--- src/rtl/uart_rx_marco_pkg.sv ---
// Shared definitions for the MARCO command receiver: deframer states, command bytes and defaults.
package uart_rx_marco_pkg;

  localparam int unsigned OversampleDef = 16;
  localparam int unsigned MsgLen        = 5;

  localparam logic [7:0] ChM = 8'h4D;
  localparam logic [7:0] ChA = 8'h41;
  localparam logic [7:0] ChR = 8'h52;
  localparam logic [7:0] ChC = 8'h43;
  localparam logic [7:0] ChO = 8'h4F;

  typedef enum logic [2:0] {
    StIdle  = 3'd0,
    StStart = 3'd1,
    StData  = 3'd2,
    StStop  = 3'd3,
    StBreak = 3'd4
  } rx_state_e;

  function automatic logic [7:0] marco_char(input logic [2:0] idx);
    case (idx)
      3'd0:    marco_char = ChM;
      3'd1:    marco_char = ChA;
      3'd2:    marco_char = ChR;
      3'd3:    marco_char = ChC;
      3'd4:    marco_char = ChO;
      default: marco_char = 8'h00;
    endcase
  endfunction

endpackage

--- src/rtl/uart_cmd_match.sv ---
// Byte-stream matcher: pulses hit_o one clock after the last byte of "MARCO" is accepted.
module uart_cmd_match
  import uart_rx_marco_pkg::*;
(
  input  logic       clk,
  input  logic       rst_n,
  input  logic [7:0] byte_i,
  input  logic       byte_valid_i,
  input  logic       clr_i,
  output logic       hit_o
);

  localparam logic [2:0] LastIdx = 3'(MsgLen - 1);

  logic [2:0] idx_q, idx_d;
  logic       hit_q, hit_d;

  always_comb begin
    idx_d = idx_q;
    hit_d = 1'b0;
    if (clr_i) begin
      idx_d = '0;
    end else if (byte_valid_i) begin
      if (byte_i == marco_char(idx_q)) begin
        if (idx_q == LastIdx) begin
          hit_d = 1'b1;
          idx_d = '0;
        end else begin
          idx_d = idx_q + 3'd1;
        end
      end else begin
        // Only an 'M' can start a new attempt mid-sequence.
        idx_d = (byte_i == ChM) ? 3'd1 : 3'd0;
      end
    end
  end

  always_ff @(posedge clk or negedge rst_n) begin
    if (!rst_n) begin
      idx_q <= '0;
      hit_q <= 1'b0;
    end else begin
      idx_q <= idx_d;
      hit_q <= hit_d;
    end
  end

  assign hit_o = hit_q;

endmodule

--- src/rtl/uart_rx_marco.sv ---
// 8N1 UART receiver with 16x oversampling; feeds received bytes to the MARCO matcher.
module uart_rx_marco
  import uart_rx_marco_pkg::*;
#(
  parameter int unsigned OVERSAMPLE = OversampleDef
) (
  input  logic       clk,
  input  logic       rst_n,
  input  logic       os_tick_i,
  input  logic       rx_i,
  output logic [7:0] rx_data_o,
  output logic       rx_valid_o,
  output logic       frame_err_o,
  output logic       busy_o,
  output logic       marco_hit_o
);

  localparam int unsigned      TickW    = $clog2(OVERSAMPLE);
  localparam logic [TickW-1:0] TickMid  = TickW'(OVERSAMPLE / 2 - 1);
  localparam logic [TickW-1:0] TickLast = TickW'(OVERSAMPLE - 1);

  logic             rx_meta_q, rx_s_q;
  rx_state_e        state_q, state_d;
  logic [TickW-1:0] tick_q, tick_d;
  logic [2:0]       bit_q, bit_d;
  logic [7:0]       shift_q, shift_d;
  logic [7:0]       data_q, data_d;
  logic             valid_q, valid_d;
  logic             ferr_q, ferr_d;

  always_ff @(posedge clk or negedge rst_n) begin
    if (!rst_n) begin
      rx_meta_q <= 1'b1;
      rx_s_q    <= 1'b1;
    end else begin
      rx_meta_q <= rx_i;
      rx_s_q    <= rx_meta_q;
    end
  end

  always_comb begin
    state_d = state_q;
    tick_d  = tick_q;
    bit_d   = bit_q;
    shift_d = shift_q;
    data_d  = data_q;
    valid_d = 1'b0;
    ferr_d  = 1'b0;
    if (os_tick_i) begin
      case (state_q)
        StIdle: begin
          if (!rx_s_q) begin
            state_d = StStart;
            tick_d  = '0;
          end
        end
        StStart: begin
          tick_d = tick_q + 1'b1;
          if (tick_q == TickMid) begin
            if (rx_s_q) begin
              state_d = StIdle;
            end else begin
              tick_d  = '0;
              bit_d   = '0;
              state_d = StData;
            end
          end
        end
        StData: begin
          tick_d = tick_q + 1'b1;
          if (tick_q == TickLast) begin
            shift_d = {rx_s_q, shift_q[7:1]};
            tick_d  = '0;
            if (bit_q == 3'd7) begin
              state_d = StStop;
            end else begin
              bit_d = bit_q + 3'd1;
            end
          end
        end
        StStop: begin
          tick_d = tick_q + 1'b1;
          if (tick_q == TickLast) begin
            tick_d = '0;
            if (rx_s_q) begin
              data_d  = shift_q;
              valid_d = 1'b1;
              state_d = StIdle;
            end else begin
              ferr_d  = 1'b1;
              state_d = StBreak;
            end
          end
        end
        StBreak: begin
          // Held-low line: wait for idle without repeating the error.
          if (rx_s_q) begin
            state_d = StIdle;
          end
        end
        default: begin
          state_d = StIdle;
          tick_d  = '0;
          bit_d   = '0;
        end
      endcase
    end
  end

  always_ff @(posedge clk or negedge rst_n) begin
    if (!rst_n) begin
      state_q <= StIdle;
      tick_q  <= '0;
      bit_q   <= '0;
      shift_q <= '0;
      data_q  <= '0;
      valid_q <= 1'b0;
      ferr_q  <= 1'b0;
    end else begin
      state_q <= state_d;
      tick_q  <= tick_d;
      bit_q   <= bit_d;
      shift_q <= shift_d;
      data_q  <= data_d;
      valid_q <= valid_d;
      ferr_q  <= ferr_d;
    end
  end

  assign rx_data_o   = data_q;
  assign rx_valid_o  = valid_q;
  assign frame_err_o = ferr_q;
  assign busy_o      = (state_q != StIdle);

  uart_cmd_match u_cmd_match (
    .clk          (clk),
    .rst_n        (rst_n),
    .byte_i       (data_q),
    .byte_valid_i (valid_q),
    .clr_i        (ferr_q),
    .hit_o        (marco_hit_o)
  );

endmodule
--- config.mk ---
export PLATFORM = sky130hd
export DESIGN_NAME = uart_rx_marco
export DESIGN_NICKNAME = d
export VERILOG_FILES = /design/src/rtl/uart_rx_marco_pkg.sv /design/src/rtl/uart_cmd_match.sv /design/src/rtl/uart_rx_marco.sv
export SDC_FILE = /design/constraint.sdc
export NUM_CORES = 1
export LEC_CHECK = 0
export ABC_AREA = 1
export BUFFER_PORTS_ARGS = -buffer_cell sky130_fd_sc_hd__buf_2
export CORE_ASPECT_RATIO = 2
export CORE_MARGIN = 1
export CORE_UTILIZATION = 52
export CTS_CLUSTER_DIAMETER = 60
export DETAILED_ROUTE_END_ITERATION = 16
export PLACE_DENSITY = 0.74
export SETUP_SLACK_MARGIN = 0.5
export SLEW_MARGIN = 20
export SYNTH_ARGS = -nofsm -noshare
export SYNTH_HDL_FRONTEND = slang
export SYNTH_SLANG_ARGS = --single-unit
--- constraint.sdc ---
create_clock -name clk -period 1.6 [get_ports clk]
set_clock_uncertainty 0.15 [all_clocks]
set_input_delay 0.4 -clock clk [delete_from_list [all_inputs] [get_ports clk]]
set_output_delay 0.4 -clock clk [all_outputs]
set_load 0.01 [all_outputs]
Yosys cells after proc, flatten, opt, wreduce, memory -nomap -nowiden. Cells that the tools add are included.

Register bits: 34. Input bits: 4. Logic and storage cells: 87. Output and inout bits: 12.

Reductions and logical operators: 11. Bitwise operators: 2. $add $sub $neg: 3. Eq/ne operators: 21. Multiplexer cells: 39.

Operators with widths (count): $mux 3 (15); $pmux 7 s5 (1); $mux 4 (4); $mux 8 (2); $ne 2x2->1 const B (8); $pmux 4 s4 (1); $pmux 3 s5 (1); $mux 1 (13); $eq 3x2->1 const B (4); $eq 3x3->1 const B (3); $pmux 3 s3 (1); $eq 8x7->1 const B (1); $eq 8x8->1 (1); $reduce_and 7->1 (1); $add 3x1->3 const B (2); $eq 3x1->1 const B (2); $logic_not 3->1 (2); $reduce_and 3->1 (2); $reduce_and 6->1 (1); $add 4x1->4 const B (1); $eq 4x3->1 const B (1); $eq 4x4->1 const B (1); $reduce_and 4->1 (1); $reduce_bool 3->1 (1); 5 further kinds (6).

Depth between registers and ports, before layout.
Word-level depth: 8. Depth in mapped cells: 11. Mapped depth without buffers: 11.

Modules after synthesis. From an unflattened synthesis, not the netlist that was laid out.

Cells, all modules: 270. Area total of the unflattened synthesis: 2084.5 um^2.

Modules (own cells, without submodules): uart_rx_marco (cells each 185, area each 1577.8 um^2, times used 1); uart_cmd_match (cells each 85, area each 506.7 um^2, times used 1).

Least setup slack after synthesis. OpenSTA, ideal clock, no wires.

Kind: register to register. Start point: reg u_cmd_match.idx_q[0]. End point: reg u_cmd_match.idx_q[2]. Path slack: -0.021 ns. Stages on the path, launching flop included: 10. Setup time: 0.065 ns. Clock period less this slack: 1.621 ns. Arrival: 1.406 ns. Data required time: 1.385 ns. Path buffers: 0. Cells stage by stage: dfrtp_1 inv_1 ha_1 o21ai_0 nand2_1 nand2_1 nand3_1 nor2_1 nand4_1 nand2_1.

Longest elaborated chain between the ends: 8.

Ends and longest elaborated chain: from (decl) (line uart_cmd_match.sv:15) `logic [2:0] idx_q, idx_d;`; from (signal assigned) (line uart_cmd_match.sv:43) `idx_q <= idx_d;`; $eq 3x3->1 (tied with other cells) (line uart_rx_marco_pkg.sv:22, uart_cmd_match.sv:25); $pmux 7 s5 (line uart_rx_marco_pkg.sv:22) `case (idx)`; $mux 8 (line uart_cmd_match.sv:23) `end else if (byte_valid_i) begin`; $mux 8 (line uart_cmd_match.sv:21) `if (clr_i) begin`; $eq 8x8->1 (line uart_cmd_match.sv:24) `if (byte_i == marco_char(idx_q)) begin`; $mux 3 (*) (line uart_cmd_match.sv:24); $mux 3 (*) (line uart_cmd_match.sv:23); $mux 3 (*) (line uart_cmd_match.sv:21).

Mark *: on every way between the ends. The rest lies on a longest branch, timed or not. The select of a mux whose other input is x is not followed. A chain may end at the register's enable or synchronous reset.

Final worst setup path.
Start point: reg u_cmd_match.idx_q[0]. End point: reg u_cmd_match.idx_q[0].

The elaborated chain is that of the path after synthesis.

==> impl_metrics.env <==
export IMPL_status="finished, violations left"
export IMPL_violations="negative hold slack, negative setup slack"
export IMPL_p_sw_w=0.000836
export IMPL_die_y_um=84.8
export IMPL_synthFlopType="dfrtp_1"
export IMPL_yosysUniqueCellTypes=28
export IMPL_dr_pass1_iters=4
export IMPL_yosysWarnings=0
export IMPL_yosysTopAreaCellShare_pct=44.9
export IMPL_yosysMostFrequentCell="nand2_1"
export IMPL_combPwrFrac_pct=30.8
export IMPL_cp_arrival_ns=1.76
export IMPL_viasPerCell=5.49
export IMPL_rr_worst_depth=9
export IMPL_hold_viol=10
export IMPL_whs_ns=-0.142
export IMPL_critPathRequiredTime_ns=1.67
export IMPL_wirelength_mm=4.23
export IMPL_power_density_nw_per_um2=1040
export IMPL_clock_latency_ns=0.29
export IMPL_gp_congestion=0.802
export IMPL_synth_edf_count=0
export IMPL_utilization_pct=73.4
export IMPL_grt_total_usage_pct=25.8
export IMPL_num_vias=1625
export IMPL_finalSetupViolations=11
export IMPL_critPathKind="flop to flop"
export IMPL_drt_iter0_drc=29
export IMPL_swShare_pct=34.0
export IMPL_pre_cts_slack_ns=-0.0660
export IMPL_numCtsBuffers=5
export IMPL_tightest_slew_ns=0.341
export IMPL_clock_sinks=34
export IMPL_startpoint_type="flop"
export IMPL_antennaDiodeCount=0
export IMPL_rows=29
export IMPL_crit_fanout=6
export IMPL_fin_area_um2=2370
export IMPL_die_area_um2=3680
export IMPL_dp_cells=271
export IMPL_fin_crit_ns=1.68
export IMPL_stdcell_count=296
export IMPL_ir_worst_vdd_v=0.00120
export IMPL_synth_area_um2=1780
export IMPL_drv_cap=0
export IMPL_dpl_cell_area_um2=2020
export IMPL_grt_overflow_total=0
export IMPL_synthTopCellsByArea="dfrtp_1 45%, nand2_1 12%, inv_1 5.1%"
export IMPL_initial_core_util_pct=55.2
export IMPL_fin_ws_ns=-0.0803
export IMPL_antenna_found_initial=0
export IMPL_sequentialPowerShare_pct=42.3
export IMPL_post_drt_wl_per_cell_um=14.3
export IMPL_min_path_type="input pin to asynchronous set/reset pin"
export IMPL_syn_to_final_growth_pct=33.1
export IMPL_yosysSeqAreaShare_pct=47.9
export IMPL_clockBufferDepth=2
export IMPL_core_um2=3230
export IMPL_ys_ff_latch=34
export IMPL_relSlewSlack_pct=77.2
export IMPL_finalCritPeriodShare_pct=105
export IMPL_clkTransAtPathRegs_ns=0.07
export IMPL_final_layout_size_suffix_gt1_share_pct=37.7
export IMPL_io_buffers=15
export IMPL_yosysTopAreaCell="dfrtp_1"
export IMPL_clock_power_share_pct=26.8
export IMPL_clock_fmax_ghz=0.595
export IMPL_ios=16
export IMPL_grt_max_degree=23
export IMPL_synth_net_count=228
export IMPL_cts_tree="built"
export IMPL_die_w_um=43.4
export IMPL_yosys_top_cells_count="57 x nand2_1, 32 x dfrtp_1, 24 x inv_1"
export IMPL_p_leak_nw=1.24
export IMPL_h_tree_depth=2
export IMPL_total_power_w=0.00246
export IMPL_intPower_w=0.00162
export IMPL_grt_pass1_wl_mm=6.95
export IMPL_ys_async_sr_fraction_pct=100
export IMPL_grt_pass1_vias=1663
export IMPL_post_route_drc_count=0
export IMPL_synth_area_per_cell_um2=8.21
export IMPL_antenna_left=0
export IMPL_grt_setup_unrepaired="true"
export IMPL_ctsRootBufferMaster="clkbuf_8"
export IMPL_fin_nets=275
export IMPL_dp_hpwl_mm=2.97
export IMPL_cp_end_kind="flop"
export IMPL_drv_slew=0
export IMPL_netlist_instances=217
## timing repair
item                       in CTS  in global routing
setup endpoints to repair      44                 44
resized for setup              20                 26
pin swaps                      11                  6
setup buffers                   8                  8
gates cloned                    1                  0
hold endpoints to repair       10                 10
## registers in the layout, indices dropped and copies added (netlist names)
register,flops
tick_q,4
rx_s_q,1
rx_data_o,8
rx_valid_o,1
state_q,3
u_cmd_match.hit_o,1
shift_q,8
bit_q,3
rx_meta_q,1
u_cmd_match.idx_q,3
frame_err_o,1
## stage by stage
| step | setup TNS [ns] | hold slack (ns) |
|---|---|---|
| after global placement | -0.0623 | 0.169 |
| after CTS | -0.601 | -0.148 |
| after floorplan | 0 | -0.0456 |
| after global routing | -1.86 | -0.139 |
| after detailed placement | -0.177 | 0.169 |
| final | -0.372 | -0.142 |
## cell families (layout without fill, tap and decap cells)
group	count (synthesis)	in the layout	synth area share, %
DFF	34	34	47.9
buffers and inverters	28	75	6.46
muxes	1	1	0.562
xor gates and xnor gates	1	1	0.492
adders and majority gates	7	7	4.92
and+or+nand+nor	112	113	28.4
AOI/OAI and AO/OA	34	34	11.2
## worst paths after layout
path | start | to | slack [ns]
max in group asynchronous | rst_n | u_cmd_match.idx_q[0] | 1.02
min in group clk | rx_i | rx_meta_q | 0.06
setup / recovery | u_cmd_match.idx_q[0] | u_cmd_match.idx_q[0] | -0.08
hold / removal | rst_n | shift_q[3] | -0.14
setup reg to reg | u_cmd_match.idx_q[0] | u_cmd_match.idx_q[0] | -0.08
hold reg to reg | rx_meta_q | rx_s_q | 0.20
## power groups by stage
stage	Combinational, W	Clock [W]	Sequential [W]
after global placement	0.000533	0	0.00105
after detailed placement	0.000543	0	0.00105
final	0.000757	0.000659	0.00104
after global routing	0.000842	0.000713	0.00105
after CTS	0.000683	0.000679	0.00103
after floorplan	0.000390	0	0.00104
## placed cells by master (no fill, tap or decap), types with 4 or more instances in the layout
master    synthesis  routed
dfrtp_1          32      28
nand4_1           4       4
dfrtp_2           0       4
nand3_1          17      13
nand2_4           0       5
nand3_2           2       5
buf_4             0      22
o21ai_1           7      13
nor2_1           21      14
inv_2             2       5
nor2_2            0       6
o21ai_2           4       7
a21oi_1           6       5
ha_1              7       5
buf_2             0      13
inv_1            24      19
nand2_2           2       6
clkbuf_8          0       6
nand2_1          57      49
nor3_1            5       5
## metal layers
layer,track usage [%],part of all wire [%],up-vias
li1,-,-,800
met4,15.1,3.4,0
met3,4.95,2.1,13
met2,49.4,61,26
met1,22.9,34,786
met5,0,0,-
## critical path: stages (launching register included)
cell and delay (ns):
dfrtp_2 0.44, inv_2 0.09, ha_4 0.18, o21bai_1 0.12
nand3_1 0.12, nor2_2 0.12, nand2_2 0.10, o21bai_1 0.14
nand3_1 0.08, nand2_1 0.07
## area by class of cell
type	instances	area, um2
repair buffers	40	304
inverters	27	114
well taps	31	38.8
flip-flops and latches	34	858
fillers	241	858
multi-input cells	156	961
clock buffers	6	82.6
clock inverters	2	12.5
Note: power is estimated with default switching activity, not from simulation.
